$ cat src/rtl/mul_div_unit_pkg.sv
// Shared types and constants for the iterative HI/LO multiply/divide unit.
// Imported by the unit, its division step, and the bench.
package mul_div_unit_pkg;

    typedef enum logic [2:0] {
        NONE  = 3'd0,
        MULT  = 3'd1,
        MULTU = 3'd2,
        DIV   = 3'd3,
        DIVU  = 3'd4,
        MTHI  = 3'd5,
        MTLO  = 3'd6
    } MdOp_t;

    localparam int MD_ITERS = 32;

    // State names carry an S_ prefix so they do not collide with the DIV operation.
    typedef enum logic [1:0] {
        S_IDLE  = 2'd0,
        S_MUL   = 2'd1,
        S_DIV   = 2'd2,
        S_FIXUP = 2'd3
    } MdState_t;

    function automatic logic is_signed_op(input MdOp_t op);
        return (op == MULT) || (op == DIV);
    endfunction

endpackage

$ cat src/rtl/md_div_step.sv
// One combinational restoring-division step: shift in the next dividend bit,
// subtract the divisor when it fits, and report the quotient bit.
module md_div_step
    import mul_div_unit_pkg::*;
#(
    parameter int WIDTH = 32
) (
    input  logic [WIDTH-1:0] rem,
    input  logic [WIDTH-1:0] divisor,
    input  logic             dividend_bit,
    output logic [WIDTH-1:0] rem_next,
    output logic             q_bit
);

    logic [WIDTH:0]   shifted;
    logic [WIDTH-1:0] diff;

    assign shifted = {rem, dividend_bit};
    // When the subtraction succeeds the true difference is below the divisor,
    // so the low WIDTH bits of the modular difference are exact.
    assign diff     = shifted[WIDTH-1:0] - divisor;
    assign q_bit    = shifted >= {1'b0, divisor};
    assign rem_next = q_bit ? diff : shifted[WIDTH-1:0];

endmodule

$ cat src/rtl/mul_div_unit.sv
// Iterative multiply/divide unit owning HI/LO: 32 shift-add or restoring-division
// iterations followed by one sign-correction cycle that writes HI/LO atomically.
module mul_div_unit
    import mul_div_unit_pkg::*;
#(
    parameter  int WIDTH = 32,
    localparam int CNT_W = $clog2(WIDTH)
) (
    input  logic             clk,
    input  logic             rst_n,
    input  logic             start,
    input  logic [2:0]       optr,
    input  logic [WIDTH-1:0] opA,
    input  logic [WIDTH-1:0] opB,
    input  logic             flush,
    output logic             busy,
    output logic             done,
    output logic [WIDTH-1:0] hi,
    output logic [WIDTH-1:0] lo
);

    MdState_t         state;
    logic [CNT_W-1:0] cnt;
    logic [WIDTH-1:0] acc_hi;
    logic [WIDTH-1:0] acc_lo;
    logic [WIDTH-1:0] opnd;
    logic             neg_q;
    logic             neg_r;
    logic             is_div;
    logic             div_zero;

    MdOp_t            op;
    logic             accept;
    logic             sgn_op;
    logic [WIDTH-1:0] mag_a;
    logic [WIDTH-1:0] mag_b;
    logic [WIDTH:0]   mul_sum;
    logic [WIDTH-1:0] div_rem;
    logic             div_q;
    logic [WIDTH-1:0] fix_hi;
    logic [WIDTH-1:0] fix_lo;
    logic [2*WIDTH-1:0] prod_fix;

    assign op     = MdOp_t'(optr);
    assign busy   = (state != S_IDLE);
    assign accept = start && !flush && (state == S_IDLE);
    assign sgn_op = is_signed_op(op);
    assign mag_a  = (sgn_op && opA[WIDTH-1]) ? -opA : opA;
    assign mag_b  = (sgn_op && opB[WIDTH-1]) ? -opB : opB;

    // Multiply: acc_hi holds the running upper half, acc_lo the multiplier being shifted out.
    assign mul_sum = {1'b0, acc_hi} + {1'b0, (acc_lo[0] ? opnd : {WIDTH{1'b0}})};

    // Divide: acc_hi is the partial remainder, acc_lo shifts dividend out and quotient in.
    md_div_step #(.WIDTH(WIDTH)) u_div_step (
        .rem          (acc_hi),
        .divisor      (opnd),
        .dividend_bit (acc_lo[WIDTH-1]),
        .rem_next     (div_rem),
        .q_bit        (div_q)
    );

    // NOTE: every output of a combinational block gets a default first, so no path infers a latch.
    always_comb begin
        prod_fix = {acc_hi, acc_lo};
        fix_hi   = acc_hi;
        fix_lo   = acc_lo;
        if (is_div) begin
            fix_lo = div_zero ? {WIDTH{1'b1}} : (neg_q ? -acc_lo : acc_lo);
            fix_hi = neg_r ? -acc_hi : acc_hi;
        end else begin
            if (neg_q) prod_fix = -{acc_hi, acc_lo};
            {fix_hi, fix_lo} = prod_fix;
        end
    end

    // NOTE: sequential state uses non-blocking assignments only, so every register samples pre-edge values.
    always_ff @(posedge clk or negedge rst_n) begin
        if (!rst_n) begin
            state    <= S_IDLE;
            cnt      <= '0;
            acc_hi   <= '0;
            acc_lo   <= '0;
            opnd     <= '0;
            neg_q    <= 1'b0;
            neg_r    <= 1'b0;
            is_div   <= 1'b0;
            div_zero <= 1'b0;
            hi       <= '0;
            lo       <= '0;
            done     <= 1'b0;
        end else begin
            done <= 1'b0;
            if (busy && flush) begin
                state <= S_IDLE;
                cnt   <= '0;
            end else begin
                case (state)
                    S_IDLE: begin
                        if (accept) begin
                            case (op)
                                MTHI: hi <= opA;
                                MTLO: lo <= opA;
                                MULT, MULTU: begin
                                    state    <= S_MUL;
                                    cnt      <= '0;
                                    acc_hi   <= '0;
                                    acc_lo   <= mag_b;
                                    opnd     <= mag_a;
                                    neg_q    <= sgn_op && (opA[WIDTH-1] ^ opB[WIDTH-1]);
                                    neg_r    <= 1'b0;
                                    is_div   <= 1'b0;
                                    div_zero <= 1'b0;
                                end
                                DIV, DIVU: begin
                                    state    <= S_DIV;
                                    cnt      <= '0;
                                    acc_hi   <= '0;
                                    acc_lo   <= mag_a;
                                    opnd     <= mag_b;
                                    neg_q    <= sgn_op && (opA[WIDTH-1] ^ opB[WIDTH-1]);
                                    neg_r    <= sgn_op && opA[WIDTH-1];
                                    is_div   <= 1'b1;
                                    div_zero <= (opB == '0);
                                end
                                default: ;
                            endcase
                        end
                    end
                    S_MUL: begin
                        acc_hi <= mul_sum[WIDTH:1];
                        acc_lo <= {mul_sum[0], acc_lo[WIDTH-1:1]};
                        cnt    <= cnt + 1'b1;
                        if (cnt == CNT_W'(WIDTH - 1)) state <= S_FIXUP;
                    end
                    S_DIV: begin
                        acc_hi <= div_rem;
                        acc_lo <= {acc_lo[WIDTH-2:0], div_q};
                        cnt    <= cnt + 1'b1;
                        if (cnt == CNT_W'(WIDTH - 1)) state <= S_FIXUP;
                    end
                    S_FIXUP: begin
                        hi    <= fix_hi;
                        lo    <= fix_lo;
                        done  <= 1'b1;
                        state <= S_IDLE;
                    end
                    default: state <= S_IDLE;
                endcase
            end
        end
    end

endmodule

$ cat config.mk
export PLATFORM = sky130hd
export DESIGN_NAME = mul_div_unit
export DESIGN_NICKNAME = d
export VERILOG_FILES = /design/src/rtl/mul_div_unit_pkg.sv /design/src/rtl/md_div_step.sv /design/src/rtl/mul_div_unit.sv
export SDC_FILE = /design/constraint.sdc
export NUM_CORES = 1
export LEC_CHECK = 0
export BUFFER_PORTS_ARGS = -buffer_cell sky130_fd_sc_hd__buf_2
export CAP_MARGIN = 20
export CORE_ASPECT_RATIO = 0.75
export CORE_MARGIN = 2
export CORE_UTILIZATION = 35
export DETAILED_ROUTE_END_ITERATION = 8
export SYNTH_ARGS = -nofsm -noshare
export SYNTH_HDL_FRONTEND = slang
export SYNTH_HIERARCHICAL = 1
export SYNTH_SLANG_ARGS = --single-unit
$ cat constraint.sdc
create_clock -name clk -period 8.6 [get_ports clk]
set_input_delay 1.72 -clock clk [delete_from_list [all_inputs] [get_ports clk]]
set_output_delay 1.72 -clock clk [all_outputs]
set_load 0.02 [all_outputs]
==> results of run 1 <==
==> registers in the layout (all words and copies together), names as in the netlist <==
signal,flops
neg_q,1
opnd,32
neg_r,1
is_div,1
cnt,5
acc_lo,32
acc_hi,32
hi,32
lo,32
state,2
done,1
div_zero,1
==> cells in the final DEF (no fill, tap or decap), types with 22 or more instances in the layout <==
cell type	instances
nand2_1	232
o21ai_0	203
dfrtp_1	172
a21oi_1	152
nor2_1	143
buf_2	135
xnor2_1	102
ha_1	73
xor2_1	69
inv_1	65
a22oi_1	49
and2_1	42
nor3_1	36
o31ai_1	36
nand4_1	27
o22ai_1	27
mux2_2	27
nor3b_1	26
nand3_1	24
nor4_1	23
a31oi_1	22
==> per-stage QoR <==
| step | hold WS [ps] | total power, mW | util [%] | cells | setup WS, ps |
|---|---|---|---|---|---|
| 2_1_floorplan | 456 | 5.61 | - | 1983 | 4490 |
| 3_3_place_gp | 456 | 7.12 | 38.0 | 2579 | 4160 |
| 3_5_place_dp | 465 | 7.15 | 38.0 | 2579 | 4080 |
| 4_1_cts | 480 | 8.03 | 39.4 | 2611 | 4310 |
| 5_1_grt | 491 | 8.76 | 39.5 | 2616 | 4110 |
| 6_report | 479 | 8.17 | 39.5 | 2617 | 4230 |
==> final cells by class <==
| type | instances | area (µm²) | share of cell area (%) |
|---|---|---|---|
| multi-input cells | 1610 | 10400 | 60.6 |
| well taps | 578 | 723 | 4.20 |
| diodes | 2 | 5.00 | 0.0291 |
| flip-flops and latches | 172 | 4300 | 25.0 |
| clock inverters | 14 | 179 | 1.04 |
| repair buffers | 157 | 876 | 5.09 |
| inverters | 66 | 248 | 1.44 |
| clock buffers | 18 | 439 | 2.55 |
==> cells by family (layout without fill, tap and decap cells) <==
kind of cell,Yosys count,in the layout,synth area share [%]
muxes,49,49,3.67
adders and majority gates,76,76,6.23
buffers and inverters,201,255,5.10
other,0,2,0
xor gates and xnor gates,171,171,9.66
and+or+nand+nor,656,656,20.8
DFF,172,172,27.8
AOI/OAI and AO/OA,658,658,26.8
==> per-layer routing <==
layer	GRT usage, %	share of wire, %
met5	3.05	0.31
met1	39.7	46
met3	9.48	13
met2	36.0	39
met4	7.57	2.5
==> path summary, 6_finish.rpt <==
| check | from | end | slack, ps | cells past startpoint |
|---|---|---|---|---|
| max | acc_hi[9]$_DFFE_PN0P_ | acc_hi[26]$_DFFE_PN0P_ | 4230 | 12 |
| min | lo[8]$_DFFE_PN0P_ | lo[8]$_DFFE_PN0P_ | 480 | 2 |
| max reg2reg | acc_hi[9]$_DFFE_PN0P_ | acc_hi[26]$_DFFE_PN0P_ | 4230 | 12 |
| min reg2reg | lo[8]$_DFFE_PN0P_ | lo[8]$_DFFE_PN0P_ | 480 | 2 |
| max in group asynchronous | rst_n | neg_q$_DFFE_PN0P_ | 5940 | 3 |
| min in group asynchronous | rst_n | hi[10]$_DFFE_PN0P_ | 1360 | 1 |
==> power by group through the flow <==
stage          logic [mW]  registers (mW)  clock network (mW)
3_3_place_gp         5.30            1.82                   0
6_report             5.47            1.85               0.855
2_1_floorplan        3.98            1.64                   0
5_1_grt              5.98            1.88               0.900
3_5_place_dp         5.32            1.83                   0
4_1_cts              5.35            1.81               0.866
==> critical path, stage by stage, from the launching register on <==
cell	delay (ps)
dfrtp_1	530
ha_1	510
nand4_1	220
nor3_1	430
o211ai_1	210
nor4b_4	200
o21ai_2	190
a31oi_4	120
o21a_4	280
inv_2	550
mux2_4	350
a22o_1	190
or3b_2	450
==> out/qor.csv, run 1 <==
metric,value,unit
CTS resizes,0,
Pleak,7.30,nW
cell internal pwr,3.74,mW
Core Area,0.0435,mm²
final hold violation count,0,
worst-path maximum fanout,29,
clock latency on the worst-skew pair,460,ps
top cell type's share of synthesized area,27.8,%
status,"complete, no violations",
number of global-route vias before repair,14400,
# IOs,137,
global route overflow,0,
mapped cell area,0.0155,mm²
Avg Vias per Cell,6.14,
cell taking the most area after synthesis,dfrtp_1,
Die Ht,186,µm
"EDFF count, synth",0,
"Clk pin slew, worst setup/hold paths",80,ps
"Seq/Total Area, Yosys",27.8,%
crit path time final,4370,ps
Mean Syn Cell Area,7.81,µm²
synth unique cells,82,
DP Area,0.0165,mm²
CTS H-tree depth,4,
RSZ-0062 raised after global routing,no,
die width,247,µm
DR pass1 iterations,6,
nets@finish,2171,
largest net degree at the start of global routing,96,
gr usage total,26.9,%
syn nets,2130,
Comb pwr share,66.9,%
sequential share of power,22.6,%
critical path class,register to register,
FMAX,229,MHz
prevailing post-synth register cell,dfrtp_1,
Post-synth ARST share,100,%
DRC Markers,0,
Clk pwr share,10.5,%
post-synthesis register bit count,172,
final wirelength,62.8,mm
Routability Congestion,0.977,
fin area,0.0172,mm²
Syn. warnings,6,
Cell Rows,66,
leading post-synthesis cells by cell area,"dfrtp_1 (28%), o21ai_0 (6.6%), ha_1 (6.0%)",
post-CTS setup buffer count,0,
peak supply drop,0.262,mV
Post-synth top cells,"nand2_1 (232), o21ai_0 (204), dfrtp_1 (172)",
Rel. slew slack,24.1,%
most common cell in the netlist,nand2_1,
first-pass GRT wire length,92.2,mm
root buffer cell,clkbuf_16,
maxcap violations,0,
Worst Setup Start Kind,register,
critical path required time,8940,ps
cts hold-fix bufs,0,
area grow syn2layout,11.1,%
Max Root-Sink Buffers,2,
Post-Synthesis Cells,1983,
clock sink total,172,
worst hold path class,register to register,
Initial Util,35.6,%
CTS Buf Count,17,
fin crit share,50.8,%
critical path endpoint category,register,
CTS tree,done,
Setup Skew,12.4,ps
Worst Tran Pin Value,1140,ps
sw frac,54.2,%
setup TNS,0,ps
initial antenna violation count,1,
filler instances,4508,
final setup vio count,0,
Sw Pwr,4.43,mW
Vias,16100,
pins over their slew limit,0,
ANT nets after route,0,
Die ar.,0.0460,mm²
share of layout cells above drive strength 1,12.8,%
CP arrival,4710,ps
initial DRC count,1918,
port bufs,136,
Detailed Place HPWL,49.0,mm
WL per Instance,24.0,µm
power per cell area,475,mW/mm²
(Power assumes the default switching activity.)
==> inputs of run 2 (changes only) <==
- ABC_AREA: unset -> 1
- clock period: 8.6 -> 3.9 ns (I/O delays scaled with it)
==> out/qor.csv, run 2 <==
metric,value,unit
pins over their slew limit,0,
critical path required time,4290,ps
worst-path maximum fanout,19,
first-pass GRT wire length,124,mm
post-CTS setup buffer count,0,
synth unique cells,55,
nets@finish,3464,
Worst Tran Pin Value,1010,ps
cts hold-fix bufs,0,
CP arrival,3370,ps
# IOs,137,
DP Cell Count,4010,
status,"complete, no violations",
final setup vio count,0,
Vias,22000,
clock sink total,172,
Rel. slew slack,32.9,%
CTS Buf Count,17,
Max Root-Sink Buffers,2,
share of layout cells above drive strength 1,8.35,%
post-synthesis register bit count,172,
CTS H-tree depth,4,
Routability Congestion,1.00,
RSZ-0062 raised after global routing,no,
worst r2r src,acc_lo[0]$_DFFE_PN0P_,
global route overflow,0,
DP Worst Slack,1020,ps
initial DRC count,3308,
Post-synth ARST share,100,%
Avg Vias per Cell,5.45,
"EDFF count, synth",0,
slack of the critical path,916,ps
Worst Setup Start Kind,register,
Setup Skew,21.7,ps
DRC Markers,0,
die width,271,µm
final wirelength,84.4,mm
final hold violation count,0,
Initial Util,35.3,%
FMAX,335,MHz
CTS resizes,0,
peak supply drop,0.424,mV
port bufs,136,
cell taking the most area after synthesis,dfrtp_1,
fin crit share,76.5,%
top cell type's share of synthesized area,23.1,%
WL per Instance,20.9,µm
area grow syn2layout,11.1,%
worst hold path class,input port to asynchronous set/reset pin,
power per cell area,955,mW/mm²
maxcap violations,0,
root buffer cell,clkbuf_16,
ant diodes,0,
critical path class,register to register,
Fin Hold WS,329,ps
DP Area,0.0201,mm²
CTS tree,done,
gr usage total,30.1,%
Post-synth top cells,"nand2_1 (1080), inv_1 (428), nor2_1 (360)",
Finished Layout Cells,4042,
Pleak,11.2,nW
setup TNS,0,ps
"Clk pin slew, worst setup/hold paths",90,ps
fin area,0.0207,mm²
critical path endpoint category,register,
Die Ht,204,µm
Mean Syn Cell Area,5.79,µm²
Cell Rows,73,
Die ar.,0.0552,mm²
prevailing post-synth register cell,dfrtp_1,
Syn. warnings,6,
mapped cell area,0.0187,mm²
DR pass1 iterations,6,
most common library cell in the layout ignoring fill and taps,nand2_1,
Core Area,0.0528,mm²
initial antenna violation count,0,
Detailed Place HPWL,68.8,mm
syn nets,3371,
"Seq/Total Area, Yosys",23.1,%
cells on worst reg2reg path,15,
most frequent cells in the layout,"nand2_1 (1080), inv_1 (428), nor2_1 (359), nand3_1 (320), a21oi_1 (180)",
crit path time final,2980,ps
Post-Synthesis Cells,3224,
ANT nets after route,0,
number of global-route vias before repair,19200,
most common cell in the netlist,nand2_1,
largest net degree at the start of global routing,92,
leading post-synthesis cells by cell area,"dfrtp_1 (23%), nand2_1 (22%), inv_1 (8.6%)",
clock latency on the worst-skew pair,480,ps
critical path startpoint,acc_lo[0]$_DFFE_PN0P_,
==> run 2: cell count changes after synthesis, sizes merged, moves of 36 or more <==
cell / change
nand2: +859
inv: +372
nand3: +307
nor2: +229
xnor2: -98
clkbuf: -61
o21ai: -61
mux2: -36
==> run 2: logic make-up (layout without fill, tap and decap cells) <==
logic type | Yosys count | in the layout | synth area share (%)
AND/OR/NAND/NOR | 1906 | 1906 | 43.1
buffers and inverters | 549 | 655 | 11.5
AO/OA/AOI/OAI | 469 | 469 | 14.7
flip-flops | 172 | 172 | 23.1
adder cells (fa/ha/maj) | 76 | 76 | 5.18
XOR/XNOR | 51 | 51 | 2.39
multiplexers | 1 | 1 | 0.0537
==> run 2: through the flow <==
step	total power, mW	utilization (%)
6_report	19.8	39.3
5_1_grt	21.3	39.3
4_1_cts	19.3	39.3
3_5_place_dp	17.3	38.1
3_3_place_gp	17.4	38.1
2_1_floorplan	12.9	-
==> run 2: worst max-delay path, stage by stage, from the launching register on <==
cell and delay (ps):
dfrtp_1 810, buf_4 350, nand2_1 90, inv_1 110, ha_1 260, nand2_1 120, nor2_1 200, inv_1 80
nor3_1 290, nand2_1 190, nand2_1 110, nand2_1 50, nand3_1 60, nand2_1 60, nand2_1 60, nand2_1 40
==> run 2: path summary, 6_finish.rpt <==
kind,endpoint,slack [ps]
setup reg to reg,acc_hi[30]$_DFFE_PN0P_,920
min in group clk,lo[1]$_DFFE_PN0P_,480
max in group asynchronous,opnd[23]$_DFFE_PN0P_,2670
setup / recovery,acc_hi[30]$_DFFE_PN0P_,920
hold reg to reg,lo[1]$_DFFE_PN0P_,480
hold / removal,hi[15]$_DFFE_PN0P_,330
==> run 2: report_power, final <==
part	internal [mW]	leakage [nW]	switching, mW	total (mW)
combinational	4.23	8.76	9.85	14.1
sequential	2.61	2.10	1.21	3.82
clock	0.980	0.300	0.917	1.90
total	7.81	11.2	12.0	19.8
==> run 2: layout make-up <==
class | count | area (µm²)
fillers | 5947 | 32100
multi-input cells | 2503 | 12200
flip-flops and latches | 172 | 4300
inverters | 442 | 1660
repair buffers | 181 | 1050
well taps | 712 | 891
clock buffers | 17 | 425
clock inverters | 15 | 203
==> run 2: routing by layer <==
layer,GRT usage (%),vias up,routed length (µm)
met5,0,-,0
met4,5.76,0,1470
met2,37.7,1355,30700
met3,13.1,79,13400
met1,46.1,10100,38800
li1,-,10500,-
